File: config.mk
export PLATFORM = sky130hd
export DESIGN_NAME = sev_seg_mux_ctrl
export DESIGN_NICKNAME = d
export VERILOG_FILES = /design/src/rtl/sev_seg_pkg.sv /design/src/rtl/sev_seg_hex_decode.sv /design/src/rtl/sev_seg_mux_ctrl.sv
export SDC_FILE = /design/constraint.sdc
export NUM_CORES = 1
export LEC_CHECK = 0
export BUFFER_PORTS_ARGS = -buffer_cell sky130_fd_sc_hd__clkbuf_2
export CAP_MARGIN = 20
export CELL_PAD_IN_SITES_DETAIL_PLACEMENT = 1
export CELL_PAD_IN_SITES_GLOBAL_PLACEMENT = 2
export CORE_MARGIN = 1.5
export CORE_UTILIZATION = 44
export DETAILED_ROUTE_END_ITERATION = 6
export PLACE_DENSITY_LB_ADDON = 0.15
export SYNTH_ARGS = -nofsm -noshare
export SYNTH_HDL_FRONTEND = slang
export SYNTH_SLANG_ARGS = --single-unit
File: constraint.sdc
create_clock -name CLK100MHZ -period 7.9 [get_ports CLK100MHZ]
set_input_delay 0.79 -clock CLK100MHZ [delete_from_list [all_inputs] [get_ports CLK100MHZ]]
set_output_delay 0.79 -clock CLK100MHZ [all_outputs]
set_load 0.005 [all_outputs]
File: src/rtl/sev_seg_pkg.sv
// Shared constants and the hex-to-segment table for the seven-segment driver.
package sev_seg_pkg;

    localparam logic [7:0] SEG_BLANK = 8'hFF;
    localparam int         DP_BIT    = 7;

    // Active-low cathode pattern for one hex digit, DP bit returned unlit
    function automatic logic [7:0] hex_to_seg(input logic [3:0] nib);
        logic [7:0] seg;
        case (nib)
            4'h0:    seg = 8'hC0;
            4'h1:    seg = 8'hF9;
            4'h2:    seg = 8'hA4;
            4'h3:    seg = 8'hB0;
            4'h4:    seg = 8'h99;
            4'h5:    seg = 8'h92;
            4'h6:    seg = 8'h82;
            4'h7:    seg = 8'hF8;
            4'h8:    seg = 8'h80;
            4'h9:    seg = 8'h90;
            4'hA:    seg = 8'h88;
            4'hB:    seg = 8'h83;
            4'hC:    seg = 8'hC6;
            4'hD:    seg = 8'hA1;
            4'hE:    seg = 8'h86;
            4'hF:    seg = 8'h8E;
            default: seg = SEG_BLANK;
        endcase
        return seg;
    endfunction

endpackage

File: src/rtl/sev_seg_hex_decode.sv
// Combinational nibble + decimal point to active-low cathode pattern.
module sev_seg_hex_decode
    import sev_seg_pkg::*;
(
    input  logic [3:0] i_nibble,
    input  logic       i_dp,
    output logic [7:0] o_seg
);

    // Table lookup, then overlay the active-low DP bit
    always_comb begin
        o_seg         = hex_to_seg(i_nibble);
        o_seg[DP_BIT] = ~i_dp;
    end

endmodule

File: src/rtl/sev_seg_mux_ctrl.sv
// Time-multiplexed N-digit seven-segment driver with PWM dimming and a frame-committed
// double buffer. Define SSEG_LZ_BLANK_EN to enable leading-zero suppression.
module sev_seg_mux_ctrl
    import sev_seg_pkg::*;
#(
    parameter int NUM_DIGITS = 8,
    parameter int DIGIT_LOG2 = 18,
    parameter int PWM_BITS   = 4
) (
    input  logic                    CLK100MHZ,
    input  logic                    rst,
    input  logic [4*NUM_DIGITS-1:0] din,
    input  logic [NUM_DIGITS-1:0]   dp_in,
    input  logic [NUM_DIGITS-1:0]   blank_in,
    input  logic                    din_valid,
    output logic                    din_ready,
    input  logic [PWM_BITS-1:0]     brightness,
    output logic                    frame_tick,
    output logic [NUM_DIGITS-1:0]   SSEG_AN,
    output logic [7:0]              SSEG_CA
);

    localparam int IDX_W = (NUM_DIGITS > 1) ? $clog2(NUM_DIGITS) : 1;
    localparam logic [IDX_W-1:0] LAST_IDX = IDX_W'(NUM_DIGITS - 1);

    logic [DIGIT_LOG2-1:0]   r_slot;
    logic [IDX_W-1:0]        r_idx;
    logic                    r_frame_tick;
    logic [4*NUM_DIGITS-1:0] r_act_din, r_pend_din;
    logic [NUM_DIGITS-1:0]   r_act_dp, r_pend_dp;
    logic [NUM_DIGITS-1:0]   r_act_blank, r_pend_blank;
    logic                    r_pend_full;
    logic [NUM_DIGITS-1:0]   r_an;
    logic [7:0]              r_ca;

    logic                    w_tc, w_wrap, w_accept, w_commit, w_pwm_on, w_lit;
    logic [NUM_DIGITS-1:0]   w_lz_mask, w_blank_eff;
    logic [3:0]              w_nibble;
    logic [7:0]              w_seg;
    logic [NUM_DIGITS-1:0]   w_an_next;
    logic [7:0]              w_ca_next;

    assign w_tc     = &r_slot;
    assign w_wrap   = w_tc && (r_idx == LAST_IDX);
    assign w_accept = din_valid && !r_pend_full;
    assign w_commit = w_wrap && r_pend_full;

    // Free-running slot counter, digit index and end-of-frame pulse
    always_ff @(posedge CLK100MHZ or posedge rst) begin
        if (rst) begin
            r_slot       <= '0;
            r_idx        <= '0;
            r_frame_tick <= 1'b0;
        end else begin
            r_slot       <= r_slot + DIGIT_LOG2'(1);
            r_frame_tick <= w_wrap;
            if (w_wrap) begin
                r_idx <= '0;
            end else if (w_tc) begin
                r_idx <= r_idx + IDX_W'(1);
            end else begin
                r_idx <= r_idx;
            end
        end
    end

    // Pending buffer fills on handshake; active buffer only changes at the frame wrap
    always_ff @(posedge CLK100MHZ or posedge rst) begin
        if (rst) begin
            r_pend_din   <= '0;
            r_pend_dp    <= '0;
            r_pend_blank <= '0;
            r_pend_full  <= 1'b0;
            r_act_din    <= '0;
            r_act_dp     <= '0;
            r_act_blank  <= '0;
        end else if (w_commit) begin
            r_act_din    <= r_pend_din;
            r_act_dp     <= r_pend_dp;
            r_act_blank  <= r_pend_blank;
            r_pend_full  <= 1'b0;
        end else if (w_accept) begin
            r_pend_din   <= din;
            r_pend_dp    <= dp_in;
            r_pend_blank <= blank_in;
            r_pend_full  <= 1'b1;
        end else begin
            r_pend_full  <= r_pend_full;
        end
    end

    assign din_ready = !r_pend_full;

`ifdef SSEG_LZ_BLANK_EN
    // A digit is suppressed when it and every digit above it hold zero; digit 0 never is
    always_comb begin
        logic w_zero_run;
        w_lz_mask  = '0;
        w_zero_run = 1'b1;
        for (int k = NUM_DIGITS - 1; k >= 1; k--) begin
            w_zero_run   = w_zero_run & (r_act_din[4*k +: 4] == 4'h0);
            w_lz_mask[k] = w_zero_run;
        end
    end
`else
    assign w_lz_mask = '0;
`endif

    assign w_blank_eff = r_act_blank | w_lz_mask;
    assign w_pwm_on    = (r_slot[DIGIT_LOG2-1 -: PWM_BITS] < brightness) || (&brightness);
    assign w_lit       = !w_blank_eff[r_idx] && w_pwm_on;
    assign w_nibble    = r_act_din[{r_idx, 2'b00} +: 4];

    sev_seg_hex_decode u_decode (
        .i_nibble (w_nibble),
        .i_dp     (r_act_dp[r_idx]),
        .o_seg    (w_seg)
    );

    // Select the lit anode and its cathodes, or go fully dark
    always_comb begin
        w_an_next = '1;
        w_ca_next = SEG_BLANK;
        if (w_lit) begin
            w_an_next[r_idx] = 1'b0;
            w_ca_next        = w_seg;
        end else begin
            w_an_next = '1;
            w_ca_next = SEG_BLANK;
        end
    end

    // Registered pin drivers
    always_ff @(posedge CLK100MHZ or posedge rst) begin
        if (rst) begin
            r_an <= '1;
            r_ca <= SEG_BLANK;
        end else begin
            r_an <= w_an_next;
            r_ca <= w_ca_next;
        end
    end

    assign SSEG_AN    = r_an;
    assign SSEG_CA    = r_ca;
    assign frame_tick = r_frame_tick;

endmodule

==> metrics.cfg <==
[yosys]
synth_area_mm2=0.00586
synth_edf_count=0
yosys-top-cells-count=dfrtp_1 (119), mux2_2 (92), dfstp_2 (16), nand3_1 (16), nand2_1 (15)
synth.most_common_cell=dfrtp_1
avgSynthCellArea_um2=14.2
async_flop_share_pct=100
synth_seq_cells=135
synth_top_area_share_pct=50.8
ys_top_cells_by_area=dfrtp_1 (51%), mux2_2 (18%), dfstp_2 (7.2%)
ys_seq_area_share_pct=58.0
syn_inst=413
synthFlopType=dfrtp_1
syn_nets=480
yosysTopAreaCell=dfrtp_1
synth.distinct_cells=49
synth_warnings=0

[route]
first_pass_iters=4
drt-total-wl_um=11700
drt_iter0_markers=84
wl_per_cell_um=17.3
ant_nets=0
routed_via_density=5.18
vias=3504
drc_errors=0

[power]
p_leak_nw=3.36
clockPowerShare_pct=48.2
vdd_drop_max_mv=0.137
power.share.combinational_pct=4.1
p_per_area_mw_per_mm2=223
p_sw_uw=322
intPower_mw=1.24
seq_power_share_pct=47.7
p_sw_share_pct=20.7

[final_layout]
final_nets=559
drive_gt1_share_pct=46.8
area_growth_pct=19.1
post-route-util_pct=54.4
regArea_mm2=0.00340
antenna_cells=0
multi_input_area_mm2=0.00232
fin_cells=676
nFillCells=1307

[worst_setup_path]
start_kind=register
worstPathArrival_ns=3.07
crit_path_end_kind=register
slowest_delay_ns=0.73
critPathKind=register to register
slowest_stage=dfrtp_1
cp_max_fo=17
worstPathRequired_ns=8.20
cp_cell_sequence=clkinv_1, mux2i_1, inv_1, ha_1, inv_1, nor2_1, a211oi_1, o21ai_1
cp_common_cell=inv_1
cp_top_family=flip-flops
worst-path-buf-inv=3

[global_route]
grt.overflow.total=0
grt_pass1_vias=3883
grt_pass1_wl_um=20200
grt.total_usage_pct=18.4
grt_antenna_before_repair=0
grt_max_degree=82

[cts]
cts_tree=yes
hold_buffers=0
clock_tree.root_cell=clkbuf_16
clock-sinks=135
clkLatencyLatePin_ns=0.41
clk_path_buf_depth=2
post_cts_buffers=0
clkTransAtPathRegs_ns=0.05
cts_made_buffers=17
cts_max_level=4
cts-resized-gates=0

[die]
coreArea_mm2=0.0128
die_width_um=118
dieArea_mm2=0.0140
rows=41
initial_utilization_pct=45.7
pin_count=73
die_h_um=118

[min_path]
hold_path_class=register to register

[timing]
slew_headroom_pct=33.4
drv_slew=0
tightest_slew_ns=0.997
setup_viol=0
finClkSkew_ns=0.00663
setup_tns_ns=0
max_freq_mhz=360
fin_crit_ns=2.77
final_min_period_over_clock_period_pct=35.1
final-hold-violation-count=0
rsz0062_at_grt=no

[flow_run]
drv_cap=0

[outcome]
status=complete, no violations

[placed_design]
dp.cells=644
place_congestion=0.765
io_buffers=72
dp_hpwl_um=7840

-- logic make-up after synthesis --
| family | share of synthesized area (%) |
|---|---|
| AOI/OAI and AO/OA | 3.91 |
| muxes | 23.8 |
| xor gates and xnor gates | 2.39 |
| buffers and inverters | 2.48 |
| and+or+nand+nor | 6.85 |
| adders and majority gates | 2.56 |
| DFF | 58.0 |
-- power by group through the flow --
stage | registers, mW | logic, mW | clock network [mW]
floorplan | 0.748 | 0.0407 | 0
global placement | 0.755 | 0.0605 | 0
detailed placement | 0.757 | 0.0639 | 0
CTS | 0.745 | 0.0645 | 0.772
global route | 0.749 | 0.0724 | 0.800
finish | 0.744 | 0.0639 | 0.751
-- worst register-to-register path: stages (launching register included) --
cell      delay [ns]
dfrtp_1         0.73
clkinv_1        0.44
mux2i_1         0.61
inv_1           0.15
ha_1            0.26
inv_1           0.09
nor2_1          0.07
a211oi_1        0.22
o21ai_1         0.09
-- final timing paths --
kind,start,to,slack [ns],cells after the start
max,r_idx[0],SSEG_CA[3],5.13,8
max in group asynchronous,rst,r_act_din[29],6.25,4
min,r_slot[0],r_slot[0],0.45,1
min reg2reg,r_slot[0],r_slot[0],0.45,1
min in group asynchronous,rst,r_pend_blank[0],0.47,2
max reg2reg,r_idx[0],SSEG_CA[3],5.13,8
-- cell usage in the layout (no fill, tap or decap), drive strengths merged, types with 3 or more instances in the layout --
master and instances:
clkinv 7, and2 3, dfstp 16, o21a 4, xnor2 12, mux2i 9
nor2b 3, inv 12, mux2 101, xor2 4, and4 3, nand2b 3
ha 12, o21ai 6, nand2 15, nor3 3, nand3 17, clkbuf 93
dfrtp 119, mux4 6, nor2 14, buf 6, o221ai 3, nand4 6
nand3b 3
-- cell type report --
class / count / area share (%)
Sequential cell: 135 / 48.7
Multi-Input combinational cell: 247 / 33.3
Clock buffer: 21 / 6.60
Timing Repair Buffer: 78 / 6.10
Tap cell: 172 / 3.08
Clock inverter: 10 / 1.49
Inverter: 13 / 0.735
-- layer usage --
metal	GRT usage, %	routed length [µm]
met5	0	0
met1	24.5	5420
met4	7.45	154
met3	4.20	365
met2	29.3	5750
-- through the flow --
step | instance area (µm²) | setup slack (ns) | total power [mW] | hold WS (ns)
after floorplan | 5860 | 3.53 | 0.789 | 0.422
after CTS | 6950 | 5.04 | 1.58 | 0.460
after detailed placement | 6390 | 4.93 | 0.820 | 0.451
after global routing | 6980 | 4.69 | 1.62 | 0.490
final | 6980 | 5.13 | 1.56 | 0.451
after global placement | 6390 | 5.08 | 0.815 | 0.435
-- state kept, by name, summed over array words and instances (netlist names) --
name,flops
r_idx,3
r_pend_din,32
SSEG_AN,8
r_slot,18
SSEG_CA,8
r_pend_dp,8
r_pend_blank,8
frame_tick,1
r_act_dp,8
r_pend_full,1
r_act_blank,8
r_act_din,32
No activity file was read; power rests on OpenSTA's default activity.
